--- src/rtl/pla_b11_capture.sv ---
`default_nettype none
//==== pla_b11_capture : de-duplicating capture FIFO behind the b11 PLA decode ====
// Rev 1.0 - initial release
module pla_b11_capture #(
  parameter int DEPTH = 4,
  parameter int W     = 31,
  parameter bit DEDUP = 1'b1,
  parameter int CNT_W = 8
) (
  input  logic                     clk,
  input  logic                     rst,
  input  logic                     in_valid,
  input  logic [W-1:0]             in_z,
  output logic                     out_valid,
  input  logic                     out_ready,
  output logic [W-1:0]             out_z,
  output logic [$clog2(DEPTH):0]   level,
  output logic [CNT_W-1:0]         drop_cnt,
  input  logic                     drop_clr
);

  localparam int AW = $clog2(DEPTH);
  localparam int LW = AW + 1;
  localparam logic [LW-1:0]    C_FULL    = LW'(DEPTH);
  localparam logic [CNT_W-1:0] C_CNT_MAX = '1;

  logic [W-1:0]     r_mem [DEPTH];
  logic [AW-1:0]    r_wptr;
  logic [AW-1:0]    r_rptr;
  logic [LW-1:0]    r_level;
  logic [W-1:0]     r_last;
  logic             r_last_vld;
  logic [CNT_W-1:0] r_drop_cnt;

  logic w_nonempty;
  logic w_cand;
  logic w_pop;
  logic w_push;
  logic w_drop;

  assign w_nonempty = (r_level != '0);

  // A duplicate of the last accepted word is not even a candidate, so it
  // can never be counted as a drop or refresh the last-word register.
  assign w_cand = in_valid & (!DEDUP | ~r_last_vld | (in_z != r_last));
  assign w_pop  = w_nonempty & out_ready;
  assign w_push = w_cand & ((r_level != C_FULL) | w_pop);
  assign w_drop = w_cand & ~w_push;

  always_ff @(posedge clk or posedge rst) begin
    if (rst) begin
      for (int i = 0; i < DEPTH; i++) begin
        r_mem[i] <= '0;
      end
    end else if (w_push) begin
      r_mem[r_wptr] <= in_z;
    end
  end

  // DEPTH is a power of two, so pointers wrap by natural overflow.
  always_ff @(posedge clk or posedge rst) begin
    if (rst) begin
      r_wptr <= '0;
      r_rptr <= '0;
    end else begin
      if (w_push) begin
        r_wptr <= r_wptr + AW'(1);
      end
      if (w_pop) begin
        r_rptr <= r_rptr + AW'(1);
      end
    end
  end

  always_ff @(posedge clk or posedge rst) begin
    if (rst) begin
      r_level <= '0;
    end else begin
      case ({w_push, w_pop})
        2'b10:   r_level <= r_level + LW'(1);
        2'b01:   r_level <= r_level - LW'(1);
        default: r_level <= r_level;
      endcase
    end
  end

  always_ff @(posedge clk or posedge rst) begin
    if (rst) begin
      r_last     <= '0;
      r_last_vld <= 1'b0;
    end else if (w_push) begin
      r_last     <= in_z;
      r_last_vld <= 1'b1;
    end
  end

  // Clear wins, but a drop in the clearing cycle still counts as one.
  always_ff @(posedge clk or posedge rst) begin
    if (rst) begin
      r_drop_cnt <= '0;
    end else if (drop_clr) begin
      r_drop_cnt <= w_drop ? CNT_W'(1) : '0;
    end else if (w_drop && (r_drop_cnt != C_CNT_MAX)) begin
      r_drop_cnt <= r_drop_cnt + CNT_W'(1);
    end
  end

  assign out_valid = w_nonempty;
  assign out_z     = w_nonempty ? r_mem[r_rptr] : '0;
  assign level     = r_level;
  assign drop_cnt  = r_drop_cnt;

endmodule
`default_nettype wire

--- config.mk ---
export PLATFORM = sky130hd
export DESIGN_NAME = pla_b11_capture
export DESIGN_NICKNAME = d
export VERILOG_FILES = /design/src/rtl/pla_b11_capture.sv
export SDC_FILE = /design/constraint.sdc
export NUM_CORES = 1
export LEC_CHECK = 0
export BUFFER_PORTS_ARGS = -buffer_cell sky130_fd_sc_hd__buf_2
export CAP_MARGIN = 20
export CORE_MARGIN = 2
export CORE_UTILIZATION = 45
export CTS_CLUSTER_SIZE = 8
export DETAILED_ROUTE_END_ITERATION = 16
export PLACE_DENSITY = 0.67
export SLEW_MARGIN = 10
export SYNTH_ARGS = -nofsm -noshare
export SYNTH_HDL_FRONTEND = slang
export SYNTH_SLANG_ARGS = --single-unit
--- constraint.sdc ---
create_clock -name clk -period 9 [get_ports clk]
set_input_delay 1.35 -clock clk [delete_from_list [all_inputs] [get_ports clk]]
set_output_delay 1.35 -clock clk [all_outputs]
set_load 0.02 [all_outputs]
==> results.yml <==
outcome:
  status: "completed"
worst_setup_path:
  endpoint_kind: "register"
  crit_type: "in2reg"
  crit_fanout: 40
  critPathArrivalTime_ns: 4.27
  start_kind: "input pin"
  cp_data_required_time_ns: 9.31
finish:
  fill_cells: 1510
  area_growth_pct: 14.8
  nNetsFinal: 654
  multi_input_area_sq_mm: 0.00361
  final-seq-area_sq_mm: 0.00428
  drive_gt1_share_pct: 50.3
  stdcell_area_sq_mm: 0.00930
  insertedDiodeCount: 0
synthesis:
  async_flop_share_pct: 100
  syn-instance-count: 538
  synth_edf_count: 0
  synth_fp_nets: 581
  yosys_most_used_dff: "dfrtp_1"
  synth_cell_types: 38
  ys_seq_area_share_pct: 52.8
  syn_area_per_cell_sq_um: 15.1
  syn-cell-area_sq_mm: 0.00810
  ys.warnings.count: 0
  ys_seq_elements: 171
sta:
  setup_viol: 0
  rsz0062_at_grt: "false"
  fin_crit_ns: 3.96
  worst_pin_slew_ns: 0.916
  slew-limit-headroom_pct: 38.9
  setup_tns_ns: 0
  finalCritPeriodShare_pct: 44.0
  skew_ns: 0.00841
  drv_slew: 0
  whs_ns: 0.470
  max_freq_ghz: 0.252
  setup_slack_ns: 5.04
  hold_violations: 0
placed_design:
  dp_hpwl_um: 10900
  routabilityCongestion: 0.729
  place_area_sq_mm: 0.00867
  port_buffers: 78
  pre_cts_slack_ns: 4.58
power_and_ir_drop:
  peakVddDrop_mv: 0.242
  p_seq_share_pct: 36.4
  p_comb_share_pct: 41.8
  swShare_pct: 33.0
  p_sw_mw: 1.18
  leakage_nw: 3.96
  pwr_density_cell_mw_per_mm2: 385
  clock_power_share_pct: 21.8
  p_int_mw: 2.40
floorplanning:
  die_w_um: 138
  start_util_pct: 45.6
  fp-row-count: 49
  io_pins: 79
  die_h_um: 138
  core_area_sq_mm: 0.0178
  dieArea_sq_mm: 0.0191
drt:
  wl_um: 16800
  viasPerCell: 5.44
  wire_per_inst_um: 19.7
  drt_pass1_iterations: 5
  drc: 0
  drtAntennaViolNets: 0
  drt_iter0_drc: 201
  vias: 4643
cts:
  cts_setup_buffers: 0
  clockBufferDepth: 2
  cts_resized: 0
  hold_buffers: 0
  clk_pin_slew_ns: 0.06
  worst_skew_pair.late_latency_ns: 0.43
  cts_tree: "built"
  cts.sinks: 171
  clockRootBuffer: "clkbuf_16"
  numCtsBuffers: 17
  cts_max_level: 4
global_route:
  overflow: 0
  grt_max_degree: 99
  antenna_found_initial: 0
  grtUsageTotal_pct: 18.7
  grt_pass1_vias: 4994
  grt_pass1_wl_um: 27900
job:
  cap_viol_max_count: 0
worst_hold_path:
  hp-class: "reg2reg"
[logic make-up after synthesis]
logic type | after synthesis | synth area share [%]
XOR/XNOR | 38 | 4.11
multiplexers | 192 | 32.4
AND/OR/NAND/NOR | 80 | 6.19
AO/OA/AOI/OAI | 8 | 0.695
flip-flops | 171 | 52.8
buffers and inverters | 42 | 2.63
adder cells (fa/ha/maj) | 7 | 1.17
[state kept, by name, summed over array words and instances, names as in the netlist]
signal and count:
r_wptr 2, r_rptr 2, level 3, r_last_vld 1, r_mem 124, drop_cnt 8
r_last 31
[layout make-up]
type | instances | share of cell area, %
clock buffer | 21 | 4.95
clock inverter | 11 | 1.79
sequential | 171 | 46.0
timing repair buffer | 86 | 4.84
tap | 229 | 3.08
multi-input combinational | 325 | 38.9
inverter | 10 | 0.457
[layer usage]
metal / vias to the layer above / routed length (um) / track usage [%]
met5: - / 0 / 0
met2: 83 / 8410 / 30.3
met3: 23 / 516 / 3.88
li1: 2069 / - / -
met1: 2468 / 7590 / 25.1
met4: 0 / 307 / 6.82
[per-stage QoR]
stage / total power, mW / util, % / std cells
after global placement: 2.78 / 48.8 / 821
after global routing: 3.79 / 52.3 / 853
final: 3.58 / 52.3 / 853
after detailed placement: 2.84 / 48.8 / 821
after floorplan: 2.43 / - / 538
after CTS: 3.63 / 52.3 / 853
[critical path, cell delays in order]
cell and delay [ns]:
buf_2 0.14, xnor2_1 0.16, nand4_1 0.16, nor4_2 0.11
a211oi_4 0.24, buf_4 0.46, and2_1 0.81, buf_4 0.44
mux2_2 0.38
[Yosys cell counts (3+ instances only)]
cell | n | area, sq um
ha_1 | 6 | 75.1
buf_2 | 14 | 70.1
mux4_2 | 31 | 698
xor2_1 | 3 | 26.3
nand4_1 | 10 | 62.6
inv_1 | 10 | 37.5
dfrtp_1 | 171 | 4280
buf_1 | 3 | 11.3
and2_1 | 35 | 219
nand2_1 | 6 | 22.5
buf_6 | 5 | 56.3
a21oi_1 | 3 | 15.0
nor2b_1 | 5 | 31.3
mux2_4 | 30 | 450
mux2_2 | 129 | 1450
xnor2_1 | 35 | 307
nor2_1 | 7 | 26.3
clkbuf_1 | 10 | 37.5
[power groups by stage]
stage                     Combinational (mW)  Clock, mW  Sequential (mW)
after detailed placement                1.52          0             1.31
after CTS                               1.53      0.794             1.30
after global routing                    1.61      0.828             1.34
after global placement                  1.49          0             1.29
after floorplan                         1.18          0             1.24
final                                   1.50      0.779             1.30
[path summary, 6_finish.rpt]
kind                                        start                     end  slack [ns]  depth (start not counted)
hold / removal             r_last_vld$_DFFE_PP0P_  r_last_vld$_DFFE_PP0P_        0.47                          1
max in group asynchronous                     rst   r_mem[97]$_DFFE_PP0P_        6.42                          3
setup / recovery                         in_z[10]   r_mem[37]$_DFFE_PP0P_        5.04                          9
min in group asynchronous                     rst   r_mem[10]$_DFFE_PP0P_        1.12                          2
setup reg to reg           r_last[10]$_DFFE_PP0P_   r_mem[37]$_DFFE_PP0P_        5.71                          8
hold reg to reg            r_last_vld$_DFFE_PP0P_  r_last_vld$_DFFE_PP0P_        0.47                          1
[cell usage in the layout (no fill, tap or decap), drive strengths merged, types with 5 or more instances in the layout]
master	count
nand4	10
buf	86
and2	37
nor2	7
nand2	6
xnor2	35
inv	11
mux4	31
mux2	159
clkbuf	21
ha	6
dfrtp	171
nor2b	5
(Power assumes the default switching activity.)
